### src/rtl/mips_pkg.sv
// mips_pkg: shared definitions for the multi-cycle MIPS control path.
// Holds the decoded opcode values, the controller state encoding, the
// alu_op encodings shared with alu_control, and the PC source select codes.
package mips_pkg;

    localparam logic [5:0] OP_RTYPE = 6'h00;
    localparam logic [5:0] OP_ADDI  = 6'h08;
    localparam logic [5:0] OP_LW    = 6'h23;
    localparam logic [5:0] OP_SW    = 6'h2B;
    localparam logic [5:0] OP_BEQ   = 6'h04;
    localparam logic [5:0] OP_J     = 6'h02;
    localparam logic [5:0] OP_HALT  = 6'h3F;

    typedef enum logic [2:0] {
        ST_FETCH     = 3'd0,
        ST_DECODE    = 3'd1,
        ST_EXECUTE   = 3'd2,
        ST_MEMORY    = 3'd3,
        ST_WRITEBACK = 3'd4,
        ST_HALT      = 3'd5
    } state_e;

    localparam logic [1:0] ALU_OP_ADD   = 2'd0;
    localparam logic [1:0] ALU_OP_SUB   = 2'd1;
    localparam logic [1:0] ALU_OP_FUNCT = 2'd2;

    localparam logic [1:0] PC_SRC_PLUS4  = 2'd0;
    localparam logic [1:0] PC_SRC_BRANCH = 2'd1;
    localparam logic [1:0] PC_SRC_JUMP   = 2'd2;

    // True for every opcode the controller knows how to sequence,
    // including HALT (which stops cleanly rather than flagging an error).
    function automatic logic is_legal_op(input logic [5:0] op);
        logic legal;
        case (op)
            OP_RTYPE, OP_ADDI, OP_LW, OP_SW,
            OP_BEQ, OP_J, OP_HALT: legal = 1'b1;
            default:               legal = 1'b0;
        endcase
        return legal;
    endfunction

endpackage

### src/rtl/mem_wait_timer.sv
// mem_wait_timer: bounded wait on the memory-ready handshake.
// Ports:
//   clk, reset  - clock and asynchronous active-low reset
//   clear       - reload the countdown (any cycle that is not a pending wait)
//   tick        - a wait cycle in which memory did not respond
//   expire      - this tick is the MEM_TIMEOUT-th consecutive unanswered cycle
module mem_wait_timer #(
    parameter int MEM_TIMEOUT = 15
) (
    input  logic clk,
    input  logic reset,
    input  logic clear,
    input  logic tick,
    output logic expire
);

    localparam int W = (MEM_TIMEOUT > 1) ? $clog2(MEM_TIMEOUT) : 1;
    localparam logic [W-1:0] LOAD = W'(MEM_TIMEOUT - 1);

    logic [W-1:0] count_q;
    logic [W-1:0] count_d;

    // Countdown holds the number of unanswered cycles still tolerated
    // after the current one; it only moves on a tick and reloads otherwise.
    always_comb begin
        count_d = count_q;
        if (clear) begin
            count_d = LOAD;
        end else if (tick && (count_q != '0)) begin
            count_d = count_q - W'(1);
        end
    end

    // Expiry is qualified by tick, so a ready response on the terminal
    // cycle never raises it.
    assign expire = tick && (count_q == '0);

    always_ff @(posedge clk or negedge reset) begin
        if (!reset) begin
            count_q <= LOAD;
        end else begin
            count_q <= count_d;
        end
    end

endmodule

### src/rtl/multicycle_controller.sv
// multicycle_controller: FETCH/DECODE/EXECUTE/MEMORY/WRITEBACK sequencer for
// the multi-cycle MIPS datapath.
// Ports:
//   clk, reset         - clock and asynchronous active-low reset
//   enable             - run permission, only looked at in FETCH
//   opcode, zero       - instruction[31:26] and ALU zero flag
//   mem_ready          - memory access complete (fetch or data)
//   pc_write, pc_src   - PC load strobe and source select
//   ir_write           - instruction register latch
//   mem_read/mem_write - memory requests, held until mem_ready
//   reg_write, reg_dst, write_data_select - register file write controls
//   alu_select, alu_op - ALU operand 2 select and ALU control code
//   halted, error      - status: stopped / sticky fault
//   instr_count        - retired instructions, wraps modulo 2^CNT_W
module multicycle_controller
    import mips_pkg::*;
#(
    parameter int CNT_W       = 16,
    parameter int MEM_TIMEOUT = 15
) (
    input  logic             clk,
    input  logic             reset,
    input  logic             enable,
    input  logic [5:0]       opcode,
    input  logic             zero,
    input  logic             mem_ready,
    output logic             pc_write,
    output logic [1:0]       pc_src,
    output logic             ir_write,
    output logic             mem_read,
    output logic             mem_write,
    output logic             reg_write,
    output logic             reg_dst,
    output logic             write_data_select,
    output logic             alu_select,
    output logic [1:0]       alu_op,
    output logic             halted,
    output logic             error,
    output logic [CNT_W-1:0] instr_count
);

    state_e           state_q;
    state_e           state_d;
    logic             error_q;
    logic             error_d;
    logic [CNT_W-1:0] count_q;
    logic [CNT_W-1:0] count_d;

    logic wait_active;
    logic wait_tick;
    logic wait_expire;

    // A memory wait is pending during an enabled fetch or a data access;
    // every other cycle reloads the timer so each wait starts fresh.
    assign wait_active = ((state_q == ST_FETCH) && enable) || (state_q == ST_MEMORY);
    assign wait_tick   = wait_active && !mem_ready;

    mem_wait_timer #(
        .MEM_TIMEOUT(MEM_TIMEOUT)
    ) u_mem_wait_timer (
        .clk    (clk),
        .reset  (reset),
        .clear  (!wait_active),
        .tick   (wait_tick),
        .expire (wait_expire)
    );

    // Next state, status updates and the combinational strobes. The opcode
    // input comes straight from the instruction register, which stays stable
    // from DECODE until the next fetch, so it is used directly in each state.
    always_comb begin
        state_d           = state_q;
        error_d           = error_q;
        count_d           = count_q;
        pc_write          = 1'b0;
        pc_src            = PC_SRC_PLUS4;
        ir_write          = 1'b0;
        mem_read          = 1'b0;
        mem_write         = 1'b0;
        reg_write         = 1'b0;
        reg_dst           = 1'b0;
        write_data_select = 1'b0;
        alu_select        = 1'b0;
        alu_op            = ALU_OP_ADD;

        case (state_q)
            ST_FETCH: begin
                if (enable) begin
                    mem_read = 1'b1;
                    if (mem_ready) begin
                        ir_write = 1'b1;
                        pc_write = 1'b1;
                        pc_src   = PC_SRC_PLUS4;
                        state_d  = ST_DECODE;
                    end else if (wait_expire) begin
                        state_d = ST_HALT;
                        error_d = 1'b1;
                    end
                end
            end

            ST_DECODE: begin
                if (opcode == OP_HALT) begin
                    state_d = ST_HALT;
                end else if (!is_legal_op(opcode)) begin
                    state_d = ST_HALT;
                    error_d = 1'b1;
                end else if (opcode == OP_J) begin
                    state_d = ST_WRITEBACK;
                end else begin
                    state_d = ST_EXECUTE;
                end
            end

            ST_EXECUTE: begin
                case (opcode)
                    OP_RTYPE: begin
                        alu_op  = ALU_OP_FUNCT;
                        state_d = ST_WRITEBACK;
                    end
                    OP_ADDI: begin
                        alu_op     = ALU_OP_ADD;
                        alu_select = 1'b1;
                        state_d    = ST_WRITEBACK;
                    end
                    OP_LW, OP_SW: begin
                        alu_op     = ALU_OP_ADD;
                        alu_select = 1'b1;
                        state_d    = ST_MEMORY;
                    end
                    OP_BEQ: begin
                        alu_op = ALU_OP_SUB;
                        if (zero) begin
                            pc_write = 1'b1;
                            pc_src   = PC_SRC_BRANCH;
                        end
                        state_d = ST_WRITEBACK;
                    end
                    default: begin
                        // Opcode changed underneath us; stop rather than guess.
                        state_d = ST_HALT;
                        error_d = 1'b1;
                    end
                endcase
            end

            ST_MEMORY: begin
                if (opcode == OP_SW) begin
                    mem_write = 1'b1;
                end else begin
                    mem_read = 1'b1;
                end
                if (mem_ready) begin
                    state_d = ST_WRITEBACK;
                end else if (wait_expire) begin
                    state_d = ST_HALT;
                    error_d = 1'b1;
                end
            end

            ST_WRITEBACK: begin
                count_d = count_q + CNT_W'(1);
                state_d = ST_FETCH;
                case (opcode)
                    OP_RTYPE: begin
                        reg_write = 1'b1;
                        reg_dst   = 1'b1;
                    end
                    OP_ADDI: begin
                        reg_write = 1'b1;
                    end
                    OP_LW: begin
                        reg_write         = 1'b1;
                        write_data_select = 1'b1;
                    end
                    OP_J: begin
                        pc_write = 1'b1;
                        pc_src   = PC_SRC_JUMP;
                    end
                    default: begin
                    end
                endcase
            end

            ST_HALT: begin
            end

            default: begin
                state_d = ST_FETCH;
            end
        endcase

        // Strobes are combinational, so they must be forced low while reset
        // is asserted or a write could slip out after the reset edge.
        if (!reset) begin
            pc_write          = 1'b0;
            pc_src            = PC_SRC_PLUS4;
            ir_write          = 1'b0;
            mem_read          = 1'b0;
            mem_write         = 1'b0;
            reg_write         = 1'b0;
            reg_dst           = 1'b0;
            write_data_select = 1'b0;
            alu_select        = 1'b0;
            alu_op            = ALU_OP_ADD;
        end
    end

    always_ff @(posedge clk or negedge reset) begin
        if (!reset) begin
            state_q <= ST_FETCH;
            error_q <= 1'b0;
            count_q <= '0;
        end else begin
            state_q <= state_d;
            error_q <= error_d;
            count_q <= count_d;
        end
    end

    assign halted      = (state_q == ST_HALT);
    assign error       = error_q;
    assign instr_count = count_q;

endmodule

### config.mk
export PLATFORM = sky130hd
export DESIGN_NAME = multicycle_controller
export DESIGN_NICKNAME = d
export VERILOG_FILES = /design/src/rtl/mips_pkg.sv /design/src/rtl/mem_wait_timer.sv /design/src/rtl/multicycle_controller.sv
export SDC_FILE = /design/constraint.sdc
export NUM_CORES = 1
export LEC_CHECK = 0
export BUFFER_PORTS_ARGS = -buffer_cell sky130_fd_sc_hd__buf_2
export CAP_MARGIN = 20
export CORE_ASPECT_RATIO = 1.4
export CORE_MARGIN = 1
export CORE_UTILIZATION = 40
export CTS_BUF_LIST = sky130_fd_sc_hd__clkbuf_4 sky130_fd_sc_hd__clkbuf_8 sky130_fd_sc_hd__clkbuf_16
export CTS_CLUSTER_DIAMETER = 80
export DETAILED_ROUTE_END_ITERATION = 10
export SYNTH_ARGS = -nofsm -noshare
export SYNTH_HDL_FRONTEND = slang
export SYNTH_SLANG_ARGS = --single-unit
export TNS_END_PERCENT = 30
### constraint.sdc
create_clock -name clk -period 1.9 [get_ports clk]
set_input_delay 0.19 -clock clk [delete_from_list [all_inputs] [get_ports clk]]
set_output_delay 0.19 -clock clk [all_outputs]
set_load 0.005 [all_outputs]
==> results.yml <==
place:
  dp_hpwl_mm: 2.69
  globalplace.congestion: 0.784
  numPlacedInstances: 240
  port_buffers: 40
  dp_slack_ns: 0.111
floorplan:
  die_x_um: 53.4
  chipHeight_um: 73.9
  num_io_pins: 41
  coreArea_sq_um: 3440
  initial_utilization: 0.429
  die-area_sq_um: 3940
  rows: 25
worst_setup_path:
  critical_path_class: "flip-flop to output port"
  worst_setup_path_end_kind: "output port"
  critPathArrivalTime_ns: 1.65
  cp-start-kind: "flip-flop"
  required_ns: 1.71
  path_max_fanout: 8
drt:
  drtIter0Drc: 14
  drtPass1Iterations: 4
  avgRoutedWirePerCell_um: 14.7
  final_antenna_net_count: 0
  routed_wl_mm: 3.64
  via_per_inst: 5.56
  drc_errors: 0
  dr_total_vias: 1380
cts:
  clockBufferDepth: 2
  cts-root-buf: "clkbuf_8"
  clock-sinks: 24
  cts_max_level: 1
  clk_pin_slew_ns: 0.08
  insertion_delay_ns: 0.26
  cts_tree: "built"
  cts_buffers: 3
timing:
  tightest_slew_ns: 0.408
  fmax_mhz: 543
  fin_crit_sh: 0.970
  timing.final.ws_setup_ns: 0.0579
  relSlewSlack: 0.726
  fin_crit_ns: 1.84
  drv_slew: 0
  setup_violations: 0
  finalHoldViolCount: 0
  fin_skew_ns: 0.00285
  hold_slack_ns: 0.0805
synth:
  ys_seq_elements: 24
  synthTopCellsByArea: "dfrtp_1 (36%), xnor2_1 (8.3%), dfstp_2 (5.3%)"
  synth_xor_area_frac: 0.107
  synth-simple-area-share: 0.331
  synthTopCellsByCount: "dfrtp_1 (21), nand2_1 (16), xnor2_1 (14), nor3_1 (13)"
  synth_ff_type: "dfrtp_1"
  postSynthNetCount: 175
  syn_area_sq_um: 1480
  synth_top_cell_by_area: "dfrtp_1"
  synth_top_family_by_area: "simple AND/OR/NAND/NOR gates"
  syn_avg_cell_area_sq_um: 9.18
  synth-edff-count: 0
  synth_compound_area_frac: 0.0855
  yosysSeqAreaShare: 0.409
  yosysWarnings: 0
  synth.distinct_cells: 42
  synth_fa_ha_area_frac: 0.0322
  yosysTopAreaCellShare: 0.356
  yosysMostFrequentCell: "dfrtp_1"
  synthArstFlopShare: 1.00
  synth_mux_area_frac: 0.00762
  syn_inst: 161
layout:
  stdcell_count: 248
  n_antenna_cell: 0
  fin_nets: 223
  drive_gt1_frac: 0.332
  utilization: 0.553
  syn2layout_area_growth_pct: 28.8
global_routing:
  grt_first_pass_wirelength_mm: 5.80
  grt_max_degree: 22
  grt_util_all_layers: 0.202
  grt_antenna_before_repair: 0
  grt_overflow_total: 0
  grt_pass1_vias: 1285
run:
  drv_cap: 0
status:
  outcome: "complete, no violations"
pwr:
  p_per_area_nw_per_um2: 929
  ir_drop_mv: 0.508
  p_leak_nw: 0.849
  fin_total_pwr_w: 0.00177
hold_path:
  hold_path_class: "input pin to async pin"
-- layer usage --
layer | share of wire | GRT usage
met1 | 0.43 | 0.241
met2 | 0.50 | 0.342
met3 | 0.035 | 0.0186
met4 | 0.039 | 0.120
met5 | 0 | 0
-- logic make-up after synthesis --
kind of cell               Yosys count
buffers and inverters               10
DFF                                 24
AOI/OAI and AO/OA                   18
xor gates and xnor gates            18
and+or+nand+nor                     86
muxes                                1
adders and majority gates            4
-- what timing repair did --
item,CTS,global route
pin swaps,1,2
hold buffers,1,0
setup endpoints to repair,1,8
buffers inserted,0,2
resized for setup,0,12
endpoints found under the hold margin,21,0
-- layout by cell type (no fill, tap or decap), types with 2 or more instances in the layout --
master and n:
buf_2 40, dfrtp_1 21, nand2_1 16, xnor2_1 14, nor3_1 13, nand3_1 11
nor2_1 10, buf_4 6, nand4_1 5, a21oi_1 5, inv_1 4, xor2_1 4
clkbuf_8 4, or3_1 3, and3_1 3, ha_1 3, dfstp_2 3, nand2b_4 2
nor3b_1 2, nor4_1 2, or4_1 2, o211ai_1 2, o21ai_0 2, a31oi_1 2
nor4_2 2
-- report_power, final --
group / switching [W] / internal, W
clock network: 0.000155 / 0.000185
logic: 0.000396 / 0.000333
registers: 0.0000960 / 0.000605
total: 0.000647 / 0.00112
-- per-stage QoR --
step	TNS [ns]	area (sq um)
after floorplan	0	1480
after global placement	0	1740
after detailed placement	0	1740
after CTS	0	1800
after global routing	-0.00589	1900
final	0	1900
-- layout make-up --
class                           instances  area [sq um]
Multi-Input combinational cell        127           897
Tap cell                               40          50.0
Fill cell                             317          1540
Timing Repair Buffer                   49           282
Inverter                                4          15.0
Clock buffer                            4          55.1
Sequential cell                        24           604
-- registers in the layout, summed over array words and instances, names as in the netlist --
| register | count |
|---|---|
| instr_count | 16 |
| state_q | 3 |
| error | 1 |
| u_mem_wait_timer.count_q | 4 |
-- worst max-delay path: stages (launching register included) --
cell      delay, ns
dfrtp_1        0.39
buf_6          0.14
nand2b_4       0.16
or3_4          0.35
nor4_4         0.20
buf_2          0.14
-- path summary, 6_finish.rpt --
check                                                  from                           to  slack (ns)  cells past startpoint
worst max-delay path                             state_q[0]                    alu_op[1]        0.06                      5
worst min-delay path                                  reset  u_mem_wait_timer.count_q[1]        0.08                      2
worst max register to register  u_mem_wait_timer.count_q[0]                        error        0.15                      6
worst min register to register              instr_count[15]              instr_count[15]        0.47                      1
max in group asynchronous                             reset               instr_count[7]        1.03                      4
min in group clk                                     enable                   state_q[0]        0.29                      3
Power figures use the tool's default switching activity.
